**src/rtl/kbd_seq_ctrl_if.sv**
```systemverilog
// Purpose: bundles the sequencer's byte input, ROM, key buffer, reader and key-status signals.
// Latency: none, wiring only.
// Backpressure: in_ready gates the byte stream; rd_gnt stalls the display reader.
// Ports: in_valid/in_data/in_ready (byte input), rom_addr/rom_data (lookup ROM),
//        mem_we/mem_addr/mem_wdata/mem_rdata (key buffer), rd_req/rd_addr/rd_gnt/
//        rd_data/rd_dvalid (display reader), key_down/key_code/key_ascii/press_cnt (status).
//        master = controller side, slave = surrounding datapath / environment.
interface kbd_seq_ctrl_if #(
  parameter int ADDR_W = 8
);
  logic              in_valid;
  logic [7:0]        in_data;
  logic              in_ready;
  logic [7:0]        rom_addr;
  logic [7:0]        rom_data;
  logic              mem_we;
  logic [ADDR_W-1:0] mem_addr;
  logic [7:0]        mem_wdata;
  logic [7:0]        mem_rdata;
  logic              rd_req;
  logic [ADDR_W-1:0] rd_addr;
  logic              rd_gnt;
  logic [7:0]        rd_data;
  logic              rd_dvalid;
  logic              key_down;
  logic [7:0]        key_code;
  logic [7:0]        key_ascii;
  logic [7:0]        press_cnt;

  modport master (
    input  in_valid, in_data, rom_data, mem_rdata, rd_req, rd_addr,
    output in_ready, rom_addr, mem_we, mem_addr, mem_wdata,
           rd_gnt, rd_data, rd_dvalid, key_down, key_code, key_ascii, press_cnt
  );

  modport slave (
    output in_valid, in_data, rom_data, mem_rdata, rd_req, rd_addr,
    input  in_ready, rom_addr, mem_we, mem_addr, mem_wdata,
           rd_gnt, rd_data, rd_dvalid, key_down, key_code, key_ascii, press_cnt
  );
endinterface

```
**src/rtl/kbd_seq_ctrl.sv**
```systemverilog
// Purpose: PS/2 scancode sequencer: decodes make/break/extended, looks up ASCII, writes key buffer.
// Latency: make byte accepted in T, key buffer write in T+2, next byte accepted in T+3.
// Backpressure: in_ready low during LOOKUP/WRITE; reader denied only in a write cycle.
// Ports: clk, rst (sync, active high), bus (kbd_seq_ctrl_if.master; see interface header).
// Option: define KBD_REPEAT_FILTER_EN to drop typematic repeats of the held key in IDLE.
module kbd_seq_ctrl #(
  parameter int         ADDR_W     = 8,
  parameter logic [7:0] BREAK_CODE = 8'hF0,
  parameter logic [7:0] EXT_CODE   = 8'hE0
) (
  input  logic          clk,
  input  logic          rst,
  kbd_seq_ctrl_if.master bus
);

  typedef enum logic [1:0] {
    IDLE   = 2'd0,
    LOOKUP = 2'd1,
    WRITE  = 2'd2
  } state_t;

  state_t            state_q, state_d;
  logic [ADDR_W-1:0] wr_ptr_q, wr_ptr_d;
  logic              brk_q, brk_d;
  logic              ext_q, ext_d;
  logic [7:0]        code_q, code_d;
  logic              key_down_q, key_down_d;
  logic [7:0]        key_code_q, key_code_d;
  logic [7:0]        key_ascii_q, key_ascii_d;
  logic [7:0]        press_cnt_q, press_cnt_d;
  logic              rd_dvalid_q, rd_dvalid_d;

  logic accept;
  logic writing;
  logic repeat_hit;
  logic rd_gnt_c;

  assign accept  = bus.in_valid && (state_q == IDLE) && !rst;
  // A WRITE cycle with an unmapped code leaves the port free for the reader.
  assign writing = (state_q == WRITE) && (bus.rom_data != 8'h00);
  assign rd_gnt_c = bus.rd_req && !writing && !rst;

`ifdef KBD_REPEAT_FILTER_EN
  assign repeat_hit = key_down_q && (bus.in_data == key_code_q);
`else
  assign repeat_hit = 1'b0;
`endif

  // State register
  always_ff @(posedge clk) begin
    if (rst) begin
      state_q     <= IDLE;
      wr_ptr_q    <= '0;
      brk_q       <= 1'b0;
      ext_q       <= 1'b0;
      code_q      <= 8'h00;
      key_down_q  <= 1'b0;
      key_code_q  <= 8'h00;
      key_ascii_q <= 8'h00;
      press_cnt_q <= 8'h00;
      rd_dvalid_q <= 1'b0;
    end else begin
      state_q     <= state_d;
      wr_ptr_q    <= wr_ptr_d;
      brk_q       <= brk_d;
      ext_q       <= ext_d;
      code_q      <= code_d;
      key_down_q  <= key_down_d;
      key_code_q  <= key_code_d;
      key_ascii_q <= key_ascii_d;
      press_cnt_q <= press_cnt_d;
      rd_dvalid_q <= rd_dvalid_d;
    end
  end

  // Next-state and datapath update
  always_comb begin
    state_d     = state_q;
    wr_ptr_d    = wr_ptr_q;
    brk_d       = brk_q;
    ext_d       = ext_q;
    code_d      = code_q;
    key_down_d  = key_down_q;
    key_code_d  = key_code_q;
    key_ascii_d = key_ascii_q;
    press_cnt_d = press_cnt_q;
    rd_dvalid_d = rd_gnt_c;

    case (state_q)
      IDLE: begin
        if (accept) begin
          if (bus.in_data == EXT_CODE) begin
            ext_d = 1'b1;
          end else if (bus.in_data == BREAK_CODE) begin
            brk_d = 1'b1;
          end else if (brk_q) begin
            // Extended releases never match: extended keys are never held.
            if (!ext_q && (bus.in_data == key_code_q)) begin
              key_down_d = 1'b0;
              key_code_d = 8'h00;
            end
            brk_d = 1'b0;
            ext_d = 1'b0;
          end else if (ext_q) begin
            ext_d = 1'b0;
          end else if (!repeat_hit) begin
            code_d  = bus.in_data;
            state_d = LOOKUP;
          end
        end
      end
      LOOKUP: begin
        state_d = WRITE;
      end
      WRITE: begin
        if (writing) begin
          wr_ptr_d    = wr_ptr_q + ADDR_W'(1);
          press_cnt_d = press_cnt_q + 8'd1;
          key_ascii_d = bus.rom_data;
          key_code_d  = code_q;
          key_down_d  = 1'b1;
        end
        state_d = IDLE;
      end
      default: begin
        state_d = IDLE;
      end
    endcase
  end

  // Outputs
  always_comb begin
    bus.in_ready  = (state_q == IDLE) && !rst;
    bus.rom_addr  = code_q;
    bus.mem_we    = writing && !rst;
    bus.mem_addr  = writing ? wr_ptr_q : bus.rd_addr;
    bus.mem_wdata = bus.rom_data;
    bus.rd_gnt    = rd_gnt_c;
    bus.rd_data   = bus.mem_rdata;
    bus.rd_dvalid = rd_dvalid_q;
    bus.key_down  = key_down_q;
    bus.key_code  = key_code_q;
    bus.key_ascii = key_ascii_q;
    bus.press_cnt = press_cnt_q;
  end

endmodule
```
**src/flat_wrapper.sv**
```systemverilog
// flat-port wrapper written by rule: the top's interface ports become plain ports
module kbd_seq_ctrl_flat 
#(
  parameter int         ADDR_W     = 8,
  parameter logic [7:0] BREAK_CODE = 8'hF0,
  parameter logic [7:0] EXT_CODE   = 8'hE0
)
  (clk, rst, bus_in_valid, bus_in_data, bus_rom_data, bus_mem_rdata, bus_rd_req, bus_rd_addr, bus_in_ready, bus_rom_addr, bus_mem_we, bus_mem_addr, bus_mem_wdata, bus_rd_gnt, bus_rd_data, bus_rd_dvalid, bus_key_down, bus_key_code, bus_key_ascii, bus_press_cnt);
  kbd_seq_ctrl_if #(.ADDR_W(ADDR_W)) bus_i ();
  input  logic clk;
  input  logic rst;
  input wire logic [$bits(bus_i.in_valid)-1:0] bus_in_valid;
  input wire logic [$bits(bus_i.in_data)-1:0] bus_in_data;
  input wire logic [$bits(bus_i.rom_data)-1:0] bus_rom_data;
  input wire logic [$bits(bus_i.mem_rdata)-1:0] bus_mem_rdata;
  input wire logic [$bits(bus_i.rd_req)-1:0] bus_rd_req;
  input wire logic [$bits(bus_i.rd_addr)-1:0] bus_rd_addr;
  output wire logic [$bits(bus_i.in_ready)-1:0] bus_in_ready;
  output wire logic [$bits(bus_i.rom_addr)-1:0] bus_rom_addr;
  output wire logic [$bits(bus_i.mem_we)-1:0] bus_mem_we;
  output wire logic [$bits(bus_i.mem_addr)-1:0] bus_mem_addr;
  output wire logic [$bits(bus_i.mem_wdata)-1:0] bus_mem_wdata;
  output wire logic [$bits(bus_i.rd_gnt)-1:0] bus_rd_gnt;
  output wire logic [$bits(bus_i.rd_data)-1:0] bus_rd_data;
  output wire logic [$bits(bus_i.rd_dvalid)-1:0] bus_rd_dvalid;
  output wire logic [$bits(bus_i.key_down)-1:0] bus_key_down;
  output wire logic [$bits(bus_i.key_code)-1:0] bus_key_code;
  output wire logic [$bits(bus_i.key_ascii)-1:0] bus_key_ascii;
  output wire logic [$bits(bus_i.press_cnt)-1:0] bus_press_cnt;
  assign bus_i.in_valid = bus_in_valid;
  assign bus_i.in_data = bus_in_data;
  assign bus_i.rom_data = bus_rom_data;
  assign bus_i.mem_rdata = bus_mem_rdata;
  assign bus_i.rd_req = bus_rd_req;
  assign bus_i.rd_addr = bus_rd_addr;
  assign bus_in_ready = bus_i.in_ready;
  assign bus_rom_addr = bus_i.rom_addr;
  assign bus_mem_we = bus_i.mem_we;
  assign bus_mem_addr = bus_i.mem_addr;
  assign bus_mem_wdata = bus_i.mem_wdata;
  assign bus_rd_gnt = bus_i.rd_gnt;
  assign bus_rd_data = bus_i.rd_data;
  assign bus_rd_dvalid = bus_i.rd_dvalid;
  assign bus_key_down = bus_i.key_down;
  assign bus_key_code = bus_i.key_code;
  assign bus_key_ascii = bus_i.key_ascii;
  assign bus_press_cnt = bus_i.press_cnt;
  kbd_seq_ctrl #(.ADDR_W(ADDR_W), .BREAK_CODE(BREAK_CODE), .EXT_CODE(EXT_CODE)) u_core (.clk(clk), .rst(rst), .bus(bus_i));
endmodule
```
**config.mk**
```make
export PLATFORM = sky130hd
export DESIGN_NAME = kbd_seq_ctrl_flat
export DESIGN_NICKNAME = d
export VERILOG_FILES = /design/src/rtl/kbd_seq_ctrl_if.sv /design/src/rtl/kbd_seq_ctrl.sv /design/src/flat_wrapper.sv
export SDC_FILE = /design/constraint.sdc
export NUM_CORES = 1
export LEC_CHECK = 0
export ABC_CLOCK_PERIOD_IN_PS = 2550
export CAP_MARGIN = 25
export CORE_MARGIN = 8
export CORE_UTILIZATION = 30
export DETAILED_ROUTE_END_ITERATION = 12
export PLACE_DENSITY = 0.65
export SYNTH_ARGS = -nofsm -noshare
export SYNTH_HDL_FRONTEND = slang
export SYNTH_SLANG_ARGS = --single-unit
```
**constraint.sdc**
```tcl
create_clock -name clk -period 2.55 [get_ports clk]
set_input_delay 0.3825 -clock clk [delete_from_list [all_inputs] [get_ports clk]]
set_output_delay 0.3825 -clock clk [all_outputs]
set_load 0.01 [all_outputs]
```
==> results of run 1 <==
## worst max-delay path: stages
cell and delay (ns):
clkdlybuf4s50_1 0.42, or4_4 0.58, o21a_4 0.26, nor3b_1 0.18
dlygate4sd1_1 0.29
## cells in the mapped netlist, drive strengths merged
| cell | count | area [µm²] |
|---|---|---|
| clkbuf | 7 | 26.3 |
| a21oi | 11 | 58.8 |
| nor3b | 3 | 22.5 |
| nor4 | 2 | 12.5 |
| mux2i | 15 | 150 |
| nand4 | 11 | 68.8 |
| ha | 2 | 25.0 |
| nand2 | 51 | 191 |
| a22oi | 2 | 15.0 |
| buf | 23 | 175 |
| and3 | 4 | 25.0 |
| nand2b | 9 | 56.3 |
| nand3 | 1 | 5.00 |
| xor2 | 17 | 149 |
| o21ai | 1 | 5.00 |
| dfxtp | 46 | 921 |
| a41oi | 1 | 16.3 |
| nor3 | 1 | 5.00 |
| xnor2 | 5 | 43.8 |
| a211oi | 2 | 15.0 |
| a31oi | 1 | 6.26 |
| nor2b | 2 | 12.5 |
| nor2 | 27 | 101 |
| a311oi | 1 | 8.76 |
| inv | 3 | 11.3 |
| or4 | 2 | 15.0 |
| o22ai | 1 | 6.26 |
| and2 | 1 | 6.26 |
| o21a | 1 | 7.51 |
## flip-flops by register name, indices dropped and copies added (netlist names)
signal / count
u_core.bus.press_cnt: 8
u_core.wr_ptr_q: 8
u_core.bus.key_down: 1
u_core.ext_q: 1
u_core.state_q: 2
u_core.brk_q: 1
u_core.bus.key_ascii: 8
u_core.bus.rom_addr: 8
u_core.bus.key_code: 8
u_core.bus.rd_dvalid: 1
## area by class of cell
class                           count  area (µm²)
Sequential cell                    46         921
Fill cell                         728        3940
Inverter                            3        11.3
Tap cell                           99         124
Clock inverter                      1        5.00
Timing Repair Buffer              103         952
Multi-Input combinational cell    174        1050
Clock buffer                        7        86.3
## metrics by stage
step	area (µm²)	worst slack, ns	util
global route	3150	0.00386	0.444
finish	3150	0.0578	0.444
detailed placement	3050	-0.333	0.429
CTS	3190	0.0208	0.450
global placement	3050	-0.271	0.429
floorplan	2160	0.322	-
## power breakdown
| group | leakage [nW] | internal (mW) | switching (mW) |
|---|---|---|---|
| logic | 0.828 | 0.138 | 0.105 |
| clock network | 0.0482 | 0.219 | 0.233 |
| registers | 0.373 | 0.736 | 0.0143 |
## repair_timing
item                       4_1_cts  5_1_grt
resized for setup               28       11
hold buffers                     0        0
gates cloned                     1        0
setup endpoints to repair       10       10
pin swaps                        4        3
buffers inserted                 2        0
## kinds of logic (layout without fill, tap and decap cells)
logic type                 Yosys count  after routing  share of synthesized area
and+or+nand+nor                    114            114                      0.241
DFF                                 46             46                      0.426
buffers and inverters               33            114                     0.0984
xor gates and xnor gates            22             22                     0.0891
AOI/OAI and AO/OA                   21             21                     0.0642
muxes                               15             15                     0.0694
adders and majority gates            2              2                     0.0116
## layer usage
layer	vias to the layer above	GRT usage
li1	983	-
met1	881	0.148
met2	61	0.191
met3	4	0.0497
met4	0	0.0275
met5	-	0
## path summary, 6_finish.rpt
kind / cells after the start / end / slack (ns) / startpoint
max: 5 / bus_rd_gnt / 0.06 / bus_rom_data[6]
min: 2 / u_core.bus.key_ascii[2] / 0.46 / u_core.bus.key_ascii[2]
max reg2reg: 5 / u_core.bus.key_code[1] / 0.67 / u_core.bus.key_code[1]
min reg2reg: 2 / u_core.bus.key_ascii[2] / 0.46 / u_core.bus.key_ascii[2]
==> results.md, run 1 <==
* Netlist cell types at 33
* Area of the mapped netlist at roughly 2200 µm²
* Register area share after synthesis at 0.426
* Initial antenna violation count at 0
* First-pass GRT wire length at 9.83 mm
* Met1 WL at around 2.7 mm
* Critical path class: primary input to output port
* Pwr Density at ~460 nW/µm²
* Finished Layout Cells at roughly 430
* Worst Tran Pin Value at around 0.7 ns
* Die W at 101 µm
* Synthesized flop and latch total at between 40 and 50
* Tmin final at around 2.5 ns
* Slew headroom at 0.524
* Buffers on Ports at 80
* Core box area at roughly 7000 µm²
* Drt drc at 0
* Vias per inst at between 4 and 5
* IO Count at 97
* Clk sinks at 46
* Critical path capture point type: output port
* MaxCap Viol Count at 0
* TritonRoute pass-1 iters at 4
* Syn-to-layout area delta at 45.9%
* Via Count at around 1900
* Initial core utilization at 0.305
* DR WL/cell at approximately 14 µm
* Most frequent cells in the layout: 70 x clkdlybuf4s50_1, 51 x nand2_1, 46 x dfxtp_1, 27 x nor2_1, 20 x buf_4
* Routed wl met2 at ~2.7 mm
* Root buffer cell: clkbuf_8
* Ant diodes at 0
* Rows at 31
* Die Y at ~100 µm
* Worst hold-check path type: flip-flop to flip-flop
* Setup TNS Final at 0 ns
* Layout cell share with drive strength beyond 1 at 0.132
* Final Skew at 0.00511 ns
* DRT iter0 DRCs at 60
* TritonCTS Buffers at 5
* Total global routing overflow at 0
* Syn Inst Count at ~250
* Maximum vdd drop at 0.174 mV
* Final net count at ~370
* Outcome: complete, no violations
* Clock Path Buffers at 2
* Post-Syn Area per Cell at 8.55 µm²
* Vias in the first global route at about 2000
* Post-route ant nets at 0
* Wire length on met3 at ~530 µm
* Max-slew violation count at 0
* Final hold violations at 0
* CP required at between 2 and 2.5 ns
* Setup-failing EPs final at 0
* CTS H-Tree Depth at 2
* Post-synth net total at 291
* Top Metal Used: met4
* GPL Wtd Cong at roughly 0.72
* Gr usage total at 0.120
* Worst Path Arrival at between 2 and 2.5 ns
* Clock latency on the worst-skew pair at 0.29 ns
* Most common cell after layout, fill and taps aside: clkdlybuf4s50_1
* Fmax at approximately 400 MHz
* Unrepaired setup endpoints after global routing: false
* YS warnings at 0
* Crit-path max FO at 3
* Hold_ws at 0.456 ns
* TritonCTS clock tree: yes
* Fin crit share at 0.977
* Post-Place Cells at between 400 and 500
* Reg clk slew, reported paths at around 0.08 ns
* Largest net degree at the start of global routing at 30
* Post-layout power at 1.44 mW
* DIE AREA at around 10000 µm²
* LEAKAGE at between 1 and 1.5 nW
* Critical Path Start Type: primary input
* Final wirelength at around 6.0 mm
* Detailed placer's ending HPWL at 4.51 mm
Note: power is estimated with default switching activity, not from simulation.
==> run 2, diff against run 1 <==
CORE_MARGIN = 4   (was 8)
CTS_CLUSTER_DIAMETER = 40   (was default)
==> run 2 against run 1 <==
  * Register-to-register slack lost 0.20 ns
  * Combinational power is essentially flat
  * First-iteration DRC count grew 1.7%
  * Clock-buffer cell count shrank 2
  * Clock power grew 20%
  * Flip-flop and latch count is the same
  * Worst setup slack gained 0.0034 ns
  * Sequential share of layout area shrank 0.28 points
  * Fmax grew 0.14%
  * Worst hold slack is essentially flat
  * Clock skew grew 0.0084 ns
  * Power grew 6.3%
  * Critical path type unchanged
  * Critical endpoint is now bus_mem_addr[0]
  * Largest cell class unchanged
==> results.md, run 2 (synthesis gave the netlist of run 1 again) <==
* Initial core utilization at 0.313 (was 0.305)
* Unrepaired setup endpoints after global routing: false (unchanged)
* Hold Buf Count CTS at 0 (unchanged)
* Gr usage total at 0.135 (was 0.120)
* Fin crit share at 0.976 (was 0.977)
* LEAKAGE at 1.28 nW (was 1.25 nW)
* Critical Path Start Type: primary input (unchanged)
* Setup-failing EPs final at 0 (unchanged)
* Final hold violations at 0 (unchanged)
* CP max stage delay at 0.57 ns (was 0.58 ns)
* TritonCTS Buffers at 5 (unchanged)
* TritonCTS clock tree: yes (unchanged)
* Routed wl met2 at 2.33 mm (was 2.72 mm)
* Final wirelength at 5.56 mm (was 6.02 mm)
* Clock Path Buffers at 2 (unchanged)
* Hold_ws at 0.456 ns (about the same)
* Total global routing overflow at 0 (unchanged)
* Worst Path Arrival at 2.11 ns (about the same)
* MaxCap Viol Count at 0 (unchanged)
* Max-slew violation count at 0 (unchanged)
* DRT iter0 DRCs at 61 (was 60)
* Fmax at 402 MHz (was 401 MHz)
* Clock latency on the worst-skew pair at 0.30 ns (was 0.29 ns)
* Final net count at 372 (was 371)
* Slew headroom at 0.530 (was 0.524)
* Syn-to-layout area delta at 47.3% (was 45.9%)
* Clk sinks at 46 (unchanged)
* Most frequent cells in the layout: 66 x clkdlybuf4s50_1, 51 x nand2_1, 46 x dfxtp_1, 27 x nor2_1, 21 x buf_4 (was 70 x clkdlybuf4s50_1, 51 x nand2_1, 46 x dfxtp_1, 27 x nor2_1, 20 x buf_4)
* Layout Utilization at 0.461 (was 0.444)
* Critical path class: primary input to output port (unchanged)
* Vias in the first global route at 1946 (was 1976)
* Pwr Density at 482 nW/µm² (was 458 nW/µm²)
* Dpl cell area at 3040 µm² (was 3050 µm²)
* Worst hold-check path type: flip-flop to flip-flop (unchanged)
* Core box area at 6910 µm² (was 7100 µm²)
* Root buffer cell: clkbuf_8 (unchanged)
* Setup TNS Final at 0 ns (unchanged)
* Largest net degree at the start of global routing at 31 (was 30)
* Final setup margin at 0.0612 ns (was 0.0578 ns)
* CP bufs+invs at 4 (was 2)
* CP top delay family: buffers and inverters (was simple AND/OR/NAND/NOR gates)
* Via Count at 1925 (was 1929)
* Worst path cell trace: clkdlybuf4s50_1, or4_4, o21a_4, buf_6, buf_6, nand2_1, nand2_1, buf_2 (was clkdlybuf4s50_1, or4_4, o21a_4, nor3b_1, dlygate4sd1_1)
* Maximum vdd drop at 0.344 mV (was 0.174 mV)
* Most common cell after layout, fill and taps aside: clkdlybuf4s50_1 (unchanged)
* Critical path capture point type: output port (unchanged)
* IO Count at 97 (unchanged)
* Layout cell share with drive strength beyond 1 at 0.131 (was 0.132)
* Fillers at 713 (was 728)
* Wire length on met3 at 472 µm (was 533 µm)
* CTS H-Tree Depth at 2 (unchanged)
* TritonRoute pass-1 iters at 4 (unchanged)
* DIE AREA at 8630 µm² (was 10200 µm²)
* CP max-delay cell: or4_4 (unchanged)
* CP startpoint: bus_rom_data[1] (was bus_rom_data[6])
* Buffers on Ports at 80 (unchanged)
* First-pass GRT wire length at 9.37 mm (was 9.83 mm)
* Post-route ant nets at 0 (unchanged)
* CP required at 2.17 ns (about the same)
* Reg clk slew, reported paths at 0.08 ns (about the same)
* Die Y at 92.9 µm (was 101 µm)
* Drt drc at 0 (unchanged)
* Worst slack, placed at -0.390 ns (was -0.333 ns)
* GPL Wtd Cong at 0.773 (was 0.718)
* Crit-path max FO at 5 (was 3)
* Final instance area at 3180 µm² (was 3150 µm²)
* Vias per inst at 4.47 (was 4.45)
* Met1 WL at 2.70 mm (was 2.73 mm)
* Detailed placer's ending HPWL at 4.16 mm (was 4.51 mm)
* Top Metal Used: met4 (unchanged)
* Worst Tran Pin Value at 0.704 ns (was 0.713 ns)
* Reg-to-Reg Start: u_core.state_q[1] (was u_core.bus.key_code[1])
* Post-layout power at 1.54 mW (was 1.44 mW)
* DR WL/cell at 12.9 µm (was 13.9 µm)
* Tmin final at 2.49 ns (about the same)
* Post-Place Cells at 421 (was 422)
* Finished Layout Cells at 431 (was 433)
* Final Skew at 0.0136 ns (was 0.00511 ns)
* Initial antenna violation count at 0 (unchanged)
* Die W at 92.9 µm (was 101 µm)
* Min-delay src: u_core.bus.key_ascii[6] (was u_core.bus.key_ascii[2])
* Outcome: complete, no violations (unchanged)
* Rows at 30 (was 31)
* Ant diodes at 0 (unchanged)
-- run 2: cell types whose count changed in the layout (fill, tap and decap cells not counted), moves of 3 or more --
cell | before | now
clkdlybuf4s50_1 | 70 | 66
clkbuf_2 | 7 | 0
dlygate4sd2_1 | 0 | 3
buf_2 | 1 | 6
-- run 2: where the power goes --
part           leakage, nW  internal [mW]  switching, mW  total (mW)
clock               0.0504          0.292          0.252       0.544
combinational        0.854          0.137          0.105       0.242
sequential           0.373          0.736         0.0138       0.750
-- run 2: path summary, 6_finish.rpt --
kind | end | slack (ns) | depth (start not counted)
worst max-delay path | bus_mem_addr[0] | 0.06 | 8
worst min-delay path | u_core.bus.key_ascii[6] | 0.46 | 2
worst min register to register | u_core.bus.key_ascii[6] | 0.46 | 2
worst max register to register | u_core.bus.key_down | 0.47 | 7
-- run 2: metal layers --
| layer | track usage | vias up |
|---|---|---|
| met2 | 0.198 | 57 |
| met5 | 0 | - |
| met3 | 0.0479 | 7 |
| met1 | 0.185 | 877 |
| met4 | 0.0391 | 0 |
| li1 | - | 984 |
-- run 2: area by class of cell --
type / count / area [µm²] / share of cell area
multi-input cells: 174 / 1050 / 0.331
repair buffers: 104 / 963 / 0.303
flip-flops and latches: 46 / 921 / 0.289
well taps: 96 / 120 / 0.0377
clock buffers: 5 / 68.8 / 0.0216
clock inverters: 3 / 45.0 / 0.0141
inverters: 3 / 11.3 / 0.00354
-- run 2: worst register-to-register path, cell delays in order (launching register included) --
cell     delay [ns]
dfxtp_1        0.37
nor2b_1        0.28
o21a_4         0.22
buf_6          0.13
buf_4          0.17
a41oi_2        0.05
a21oi_2        0.53
o22ai_1        0.18
-- run 2: what timing repair did --
item / CTS / global route
setup buffers: 2 / 0
cloned: 0 / 0
pin swaps: 3 / 3
endpoints found under the setup margin: 10 / 8
gates resized for setup: 35 / 5
